==> config.mk <==
export PLATFORM = sky130hd
export DESIGN_NAME = ahb_ext_cmd_sequencer
export DESIGN_NICKNAME = d
export VERILOG_FILES = /design/src/rtl/ahb_ext_cmd_sequencer.sv
export SDC_FILE = /design/constraint.sdc
export NUM_CORES = 1
export LEC_CHECK = 0
export BUFFER_PORTS_ARGS = -buffer_cell sky130_fd_sc_hd__buf_4
export CAP_MARGIN = 15
export CORE_ASPECT_RATIO = 1.4
export CORE_UTILIZATION = 25
export CTS_CLUSTER_DIAMETER = 120
export CTS_CLUSTER_SIZE = 28
export DETAILED_ROUTE_END_ITERATION = 10
export PLACE_DENSITY_LB_ADDON = 0.2
export SLEW_MARGIN = 20
export SYNTH_ARGS = -nofsm -noshare
export SYNTH_HDL_FRONTEND = slang
export SYNTH_HIERARCHICAL = 1
export SYNTH_SLANG_ARGS = --single-unit
==> constraint.sdc <==
create_clock -name hclk -period 3.5 [get_ports hclk]
set_clock_uncertainty 0.15 [all_clocks]
set_input_delay 0.7 -clock hclk [delete_from_list [all_inputs] [get_ports hclk]]
set_output_delay 0.7 -clock hclk [all_outputs]
set_load 0.05 [all_outputs]
==> src/rtl/ahb_ext_cmd_sequencer.sv <==
// Host command queue and single-outstanding-transfer sequencer for the AHB master ext_* port.
// Latency: a command accepted into an empty queue drives ext_enable on the next clock edge.
// Backpressure: cmd_ready drops while the queue is full or in reset; ext_* hold steady while a transfer is active.

// Generic synchronous FIFO with an occupancy count and a combinational head.
// Latency: a pushed entry is visible at the head one clock after the push.
// Backpressure: push_rdy is low when full or in reset; a same-cycle pop never frees a slot for a push.
module ahb_ext_cmd_sequencer_fifo #(
    parameter int WIDTH = 8,
    parameter int DEPTH = 4,
    parameter int CNT_W = 3
) (
    input  logic             clk,
    input  logic             rst,
    input  logic             push_vld,
    output logic             push_rdy,
    input  logic [WIDTH-1:0] push_dat,
    input  logic             pop,
    output logic [WIDTH-1:0] head_dat,
    output logic [CNT_W-1:0] level
);
    localparam int AW = $clog2(DEPTH);

    logic [WIDTH-1:0] mem [DEPTH];
    logic [AW-1:0]    wr_ptr;
    logic [AW-1:0]    rd_ptr;
    logic             do_push;
    logic             do_pop;

    assign push_rdy = !rst && (level != CNT_W'(DEPTH));
    assign do_push  = push_vld && push_rdy;
    assign do_pop   = pop && (level != '0);
    assign head_dat = mem[rd_ptr];

    // Storage write; contents need no reset because level gates every use of the head.
    always_ff @(posedge clk) begin
        if (do_push) begin
            mem[wr_ptr] <= push_dat;
        end
    end

    // Pointers and occupancy; pointers wrap naturally since DEPTH is a power of two.
    always_ff @(posedge clk) begin
        if (rst) begin
            wr_ptr <= '0;
            rd_ptr <= '0;
            level  <= '0;
        end else begin
            if (do_push) begin
                wr_ptr <= wr_ptr + AW'(1);
            end
            if (do_pop) begin
                rd_ptr <= rd_ptr + AW'(1);
            end
            case ({do_push, do_pop})
                2'b10:   level <= level + CNT_W'(1);
                2'b01:   level <= level - CNT_W'(1);
                default: level <= level;
            endcase
        end
    end
endmodule

module ahb_ext_cmd_sequencer #(
    parameter int FIFO_DEPTH = 4,
    parameter int CNT_W      = 3,
    parameter int TIMEOUT    = 64
) (
    input  logic             hclk,
    input  logic             hreset,
    input  logic             cmd_valid,
    output logic             cmd_ready,
    input  logic [31:0]      cmd_addr,
    input  logic [31:0]      cmd_wdata,
    input  logic             cmd_wr,
    input  logic [1:0]       cmd_slv_sel,
    output logic [31:0]      ext_addr,
    output logic [1:0]       ext_slv_sel_in,
    output logic [31:0]      ext_mast_din,
    output logic             ext_wr,
    output logic             ext_enable,
    output logic             ext_hbusreq_in,
    input  logic [31:0]      ext_mast_dout,
    input  logic             xfer_done,
    output logic             rsp_valid,
    output logic [31:0]      rsp_rdata,
    output logic             rsp_err,
    output logic             busy,
    output logic [CNT_W-1:0] fifo_level
);
    typedef struct packed {
        logic [31:0] addr;
        logic [31:0] wdata;
        logic        wr;
        logic [1:0]  slv_sel;
    } cmd_t;

    typedef enum logic [1:0] {IDLE, ACTIVE, GAP} state_t;

    // Counter is one bit wider than strictly needed so it can never wrap before the abort.
    localparam int            TW      = $clog2(TIMEOUT + 1);
    localparam logic [TW-1:0] TO_LAST = TW'(TIMEOUT - 1);

    cmd_t          push_cmd;
    cmd_t          head_cmd;
    logic          fifo_pop;
    state_t        state;
    state_t        state_nxt;
    logic [TW-1:0] to_cnt;
    logic [TW-1:0] to_cnt_nxt;
    logic [31:0]   addr_nxt;
    logic [31:0]   din_nxt;
    logic [1:0]    slv_nxt;
    logic          wr_nxt;
    logic          enable_nxt;
    logic          rsp_valid_nxt;
    logic [31:0]   rsp_rdata_nxt;
    logic          rsp_err_nxt;

    assign push_cmd = '{addr: cmd_addr, wdata: cmd_wdata, wr: cmd_wr, slv_sel: cmd_slv_sel};

    ahb_ext_cmd_sequencer_fifo #(
        .WIDTH ($bits(cmd_t)),
        .DEPTH (FIFO_DEPTH),
        .CNT_W (CNT_W)
    ) u_cmd_fifo (
        .clk      (hclk),
        .rst      (hreset),
        .push_vld (cmd_valid),
        .push_rdy (cmd_ready),
        .push_dat (push_cmd),
        .pop      (fifo_pop),
        .head_dat (head_cmd),
        .level    (fifo_level)
    );

    // Bus request and enable are always asserted together.
    assign ext_hbusreq_in = ext_enable;
    assign busy           = (state != IDLE);

    // Next-state and next-output decode; holding values is the default in every state.
    always_comb begin
        state_nxt     = state;
        to_cnt_nxt    = to_cnt;
        addr_nxt      = ext_addr;
        din_nxt       = ext_mast_din;
        slv_nxt       = ext_slv_sel_in;
        wr_nxt        = ext_wr;
        enable_nxt    = ext_enable;
        rsp_valid_nxt = 1'b0;
        rsp_rdata_nxt = rsp_rdata;
        rsp_err_nxt   = rsp_err;
        fifo_pop      = 1'b0;
        case (state)
            IDLE: begin
                if (fifo_level != '0) begin
                    fifo_pop   = 1'b1;
                    addr_nxt   = head_cmd.addr;
                    din_nxt    = head_cmd.wr ? head_cmd.wdata : 32'h0;
                    slv_nxt    = head_cmd.slv_sel;
                    wr_nxt     = head_cmd.wr;
                    enable_nxt = 1'b1;
                    to_cnt_nxt = '0;
                    state_nxt  = ACTIVE;
                end else begin
                    enable_nxt = 1'b0;
                end
            end
            ACTIVE: begin
                // Completion takes priority over a timeout landing on the same cycle.
                if (xfer_done) begin
                    enable_nxt    = 1'b0;
                    rsp_valid_nxt = 1'b1;
                    rsp_err_nxt   = 1'b0;
                    rsp_rdata_nxt = ext_wr ? 32'h0 : ext_mast_dout;
                    state_nxt     = GAP;
                end else if (to_cnt == TO_LAST) begin
                    enable_nxt    = 1'b0;
                    rsp_valid_nxt = 1'b1;
                    rsp_err_nxt   = 1'b1;
                    rsp_rdata_nxt = 32'h0;
                    state_nxt     = GAP;
                end else begin
                    to_cnt_nxt = to_cnt + TW'(1);
                end
            end
            GAP: begin
                enable_nxt = 1'b0;
                state_nxt  = IDLE;
            end
            default: begin
                enable_nxt = 1'b0;
                state_nxt  = IDLE;
            end
        endcase
    end

    // State, timeout counter and registered outputs; reset clears everything.
    always_ff @(posedge hclk) begin
        if (hreset) begin
            state          <= IDLE;
            to_cnt         <= '0;
            ext_addr       <= 32'h0;
            ext_mast_din   <= 32'h0;
            ext_slv_sel_in <= 2'b0;
            ext_wr         <= 1'b0;
            ext_enable     <= 1'b0;
            rsp_valid      <= 1'b0;
            rsp_rdata      <= 32'h0;
            rsp_err        <= 1'b0;
        end else begin
            state          <= state_nxt;
            to_cnt         <= to_cnt_nxt;
            ext_addr       <= addr_nxt;
            ext_mast_din   <= din_nxt;
            ext_slv_sel_in <= slv_nxt;
            ext_wr         <= wr_nxt;
            ext_enable     <= enable_nxt;
            rsp_valid      <= rsp_valid_nxt;
            rsp_rdata      <= rsp_rdata_nxt;
            rsp_err        <= rsp_err_nxt;
        end
    end
endmodule

==> results.ini <==
[clock_tree]
clockBufferDepth = 3
hold_buffers = 0
clk_latency_ns = 0.54
cts_resized = 0
cts_inserted_buffers = 17
h-tree-depth = 1
numClockSinks = 388
cts_tree = built
post_cts.repair.setup_buffers = 0
root_buffer = clkbuf_16
path_clk_slew_ns = 0.12

[die]
die_area_um2 = 57400
io_pins = 211
coreArea_um2 = 55500
start_util = 0.254
die_h_um = 283
rows = 102
chipWidth_um = 203

[hold_path]
hold_path.class = primary input to flop
whs_endpoint = u_cmd_fifo/mem[3][55]
whs_path_depth = 1
hp-start = cmd_addr[20]

[route]
vias = 7680
drc = 0
drt_first_pass_iters = 4
wl_per_cell_um = 19.6
drtIter0Drc = 337
ant_nets = 0
vias_per_cell = 4.34
routed_wl_um = 34600

[sta]
tightest_slew_ns = 0.971
drv_slew = 0
timing.fmax_mhz = 374
tns_ns = 0
slew-limit-headroom = 0.352
rsz0062_at_grt = no
hold_viol_final = 0
finalSetupViolations = 0
finalCritPeriodShare = 0.764
post-route-min-period_ns = 2.67

[layout]
area_delta_synth_final_pct = 20.4
post-route-util = 0.306
drive_gt1_frac = 0.320
final_area_um2 = 17000
multi_input_area_um2 = 3290
fillers = 5549
seq_area_um2 = 10500
finish.net_count = 1139

[grt]
grt_pass1_vias = 8079
antenna_found_initial = 2
grt_max_degree = 75
globalRouteOverflowTotal = 0
grt_pass1_wl_um = 51500
grt_usage = 0.119

[critical_path]
crit_arrival_ns = 2.99
crit_path_start_kind = flop
reg2reg_depth = 10
timing.rr.start = state[1]
critPathRequiredTime_ns = 3.82
r2r_setup_slack_ns = 0.83
worstSetupPathType = flop to flop
reg2reg_to = u_cmd_fifo/level[2]
end_kind = flop
crit_fanout = 17

[synth]
yosys-top-cells-count = edfxtp_1, dfxtp_1, nand2_1
yosysUniqueCellTypes = 49
seq_area_frac_synth = 0.741
syn_nets = 941
synthFlopType = edfxtp_1
synthCells = 831
synth_top_area_share = 0.571
yosysMostFrequentCell = edfxtp_1
synth_area_per_cell_um2 = 17.0
ys_ff_latch = 388
async_reset_ff_frac = 0
ys_warn_count = 6
synth_edf_count = 268
yosysTopAreaCell = edfxtp_1
netlist_area_um2 = 14100
netlist_top_cells_area = edfxtp_1, dfxtp_1, mux4_2, nand2_1, a21oi_1

[power]
p_switching_mw = 3.31
power_per_cell_area_nw_per_um2 = 609
p_leak_nw = 5.68
seqPwrFrac = 0.527
irDropWorstVdd_v = 0.000452
totalPowerFinal_mw = 10.3
p_int_mw = 7.03
clkPwrFrac = 0.229
comb_power_share = 0.243
p_sw_frac = 0.320

[place]
placed_cell_area_um2 = 16500
dp_hpwl_um = 21800
numPortBuffers = 210
gp_congestion = 0.697

[status]
status = finished, final reports clean

[flow_run]
maxCapViolations = 0

## registers in the layout, summed over array words and instances, names as in the netlist, named ones only
name	cells
ext_addr	32
ext_slv_sel_in	2
u_cmd_fifo/wr_ptr	2
rsp_valid	1
u_cmd_fifo/level	3
rsp_rdata	32
ext_enable	1
u_cmd_fifo/mem	268
ext_mast_din	32
u_cmd_fifo/rd_ptr	2
ext_wr	1
rsp_err	1
state	2
to_cnt	7
## layer usage
layer  GRT usage  up-vias  wire [µm]
li1            -     3565          -
met1       0.143     3906      14400
met2       0.217      176      18000
met3      0.0208       31       1590
met4      0.0280        2        569
met5           0        -         13
## worst max-delay path by stage
stage              from               endpoint  slack, ns  depth (start not counted)
4_1_cts        state[1]    u_cmd_fifo/level[2]       0.82                         10
3_3_place_gp     hreset  u_cmd_fifo/mem[2][14]       0.73                          4
3_5_place_dp     hreset  u_cmd_fifo/mem[3][17]       0.72                          4
6_report       state[1]    u_cmd_fifo/level[2]       0.83                         10
2_1_floorplan    hreset   u_cmd_fifo/mem[1][0]       0.04                          3
5_1_grt        state[1]    u_cmd_fifo/level[2]       0.64                         10
## cell families after synthesis
logic type      after synthesis  share of synthesized area
mux                          69                      0.108
xor+xnor                      4                    0.00248
fa+ha+maj                     7                    0.00674
simple gates                178                     0.0574
compound gates              124                     0.0571
flops                       388                      0.741
buf+inv                      61                     0.0268
## cell usage in the layout (no fill, tap or decap), drive strengths merged
master  count
mux2        1
a31oi       3
a211oi      1
o21ai       4
nand4b      1
nor2b       1
or3         1
o311a       1
and3b       1
ha          6
fa          1
a22o       32
nor2       11
nand2b      2
dfxtp     120
xnor2       1
edfxtp    268
a21oi      77
clkinv      2
nor3        3
o311ai      2
nor3b       2
o31ai       2
o31a        1
nor4        3
mux4       67
nand3      41
bufinv      1
mux2i       1
inv         8
diode       1
or2         2
clkbuf     27
nand2     105
or4         1
xor2        3
buf       231
and2        4
o21a        1
## metrics by stage
step / hold slack [ns] / setup WS [ns] / std cells
2_1_floorplan: 0.315 / 0.0442 / 831
3_3_place_gp: 0.292 / 0.726 / 1738
3_5_place_dp: 0.297 / 0.724 / 1738
4_1_cts: 0.168 / 0.821 / 1767
5_1_grt: 0.175 / 0.642 / 1767
6_report: 0.209 / 0.826 / 1768
## power groups by stage
stage | sequential [mW] | clock [mW] | combinational [mW]
2_1_floorplan | 6.20 | 0 | 1.11
3_3_place_gp | 5.56 | 0 | 2.58
3_5_place_dp | 5.57 | 0 | 2.59
4_1_cts | 5.47 | 2.51 | 2.59
5_1_grt | 5.50 | 2.62 | 2.71
6_report | 5.45 | 2.37 | 2.52
## critical path, cell delays in order, from the launching register on
cell and delay [ns]:
dfxtp_1 0.33, or2_1 0.25, or2_4 0.26, clkinv_2 0.18, o31a_1 0.22, ha_1 0.20
inv_1 0.06, fa_1 0.37, xor2_1 0.15, or3_1 0.30, a21oi_1 0.13
## layout make-up
| type | count | area share |
|---|---|---|
| repair buffers | 231 | 0.106 |
| inverters | 9 | 0.00206 |
| clock buffers | 27 | 0.0273 |
| well taps | 728 | 0.0537 |
| flip-flops and latches | 388 | 0.616 |
| multi-input cells | 382 | 0.194 |
| clock inverters | 2 | 0.00133 |
| diodes | 1 | 0.000147 |
(Power assumes the default switching activity.)
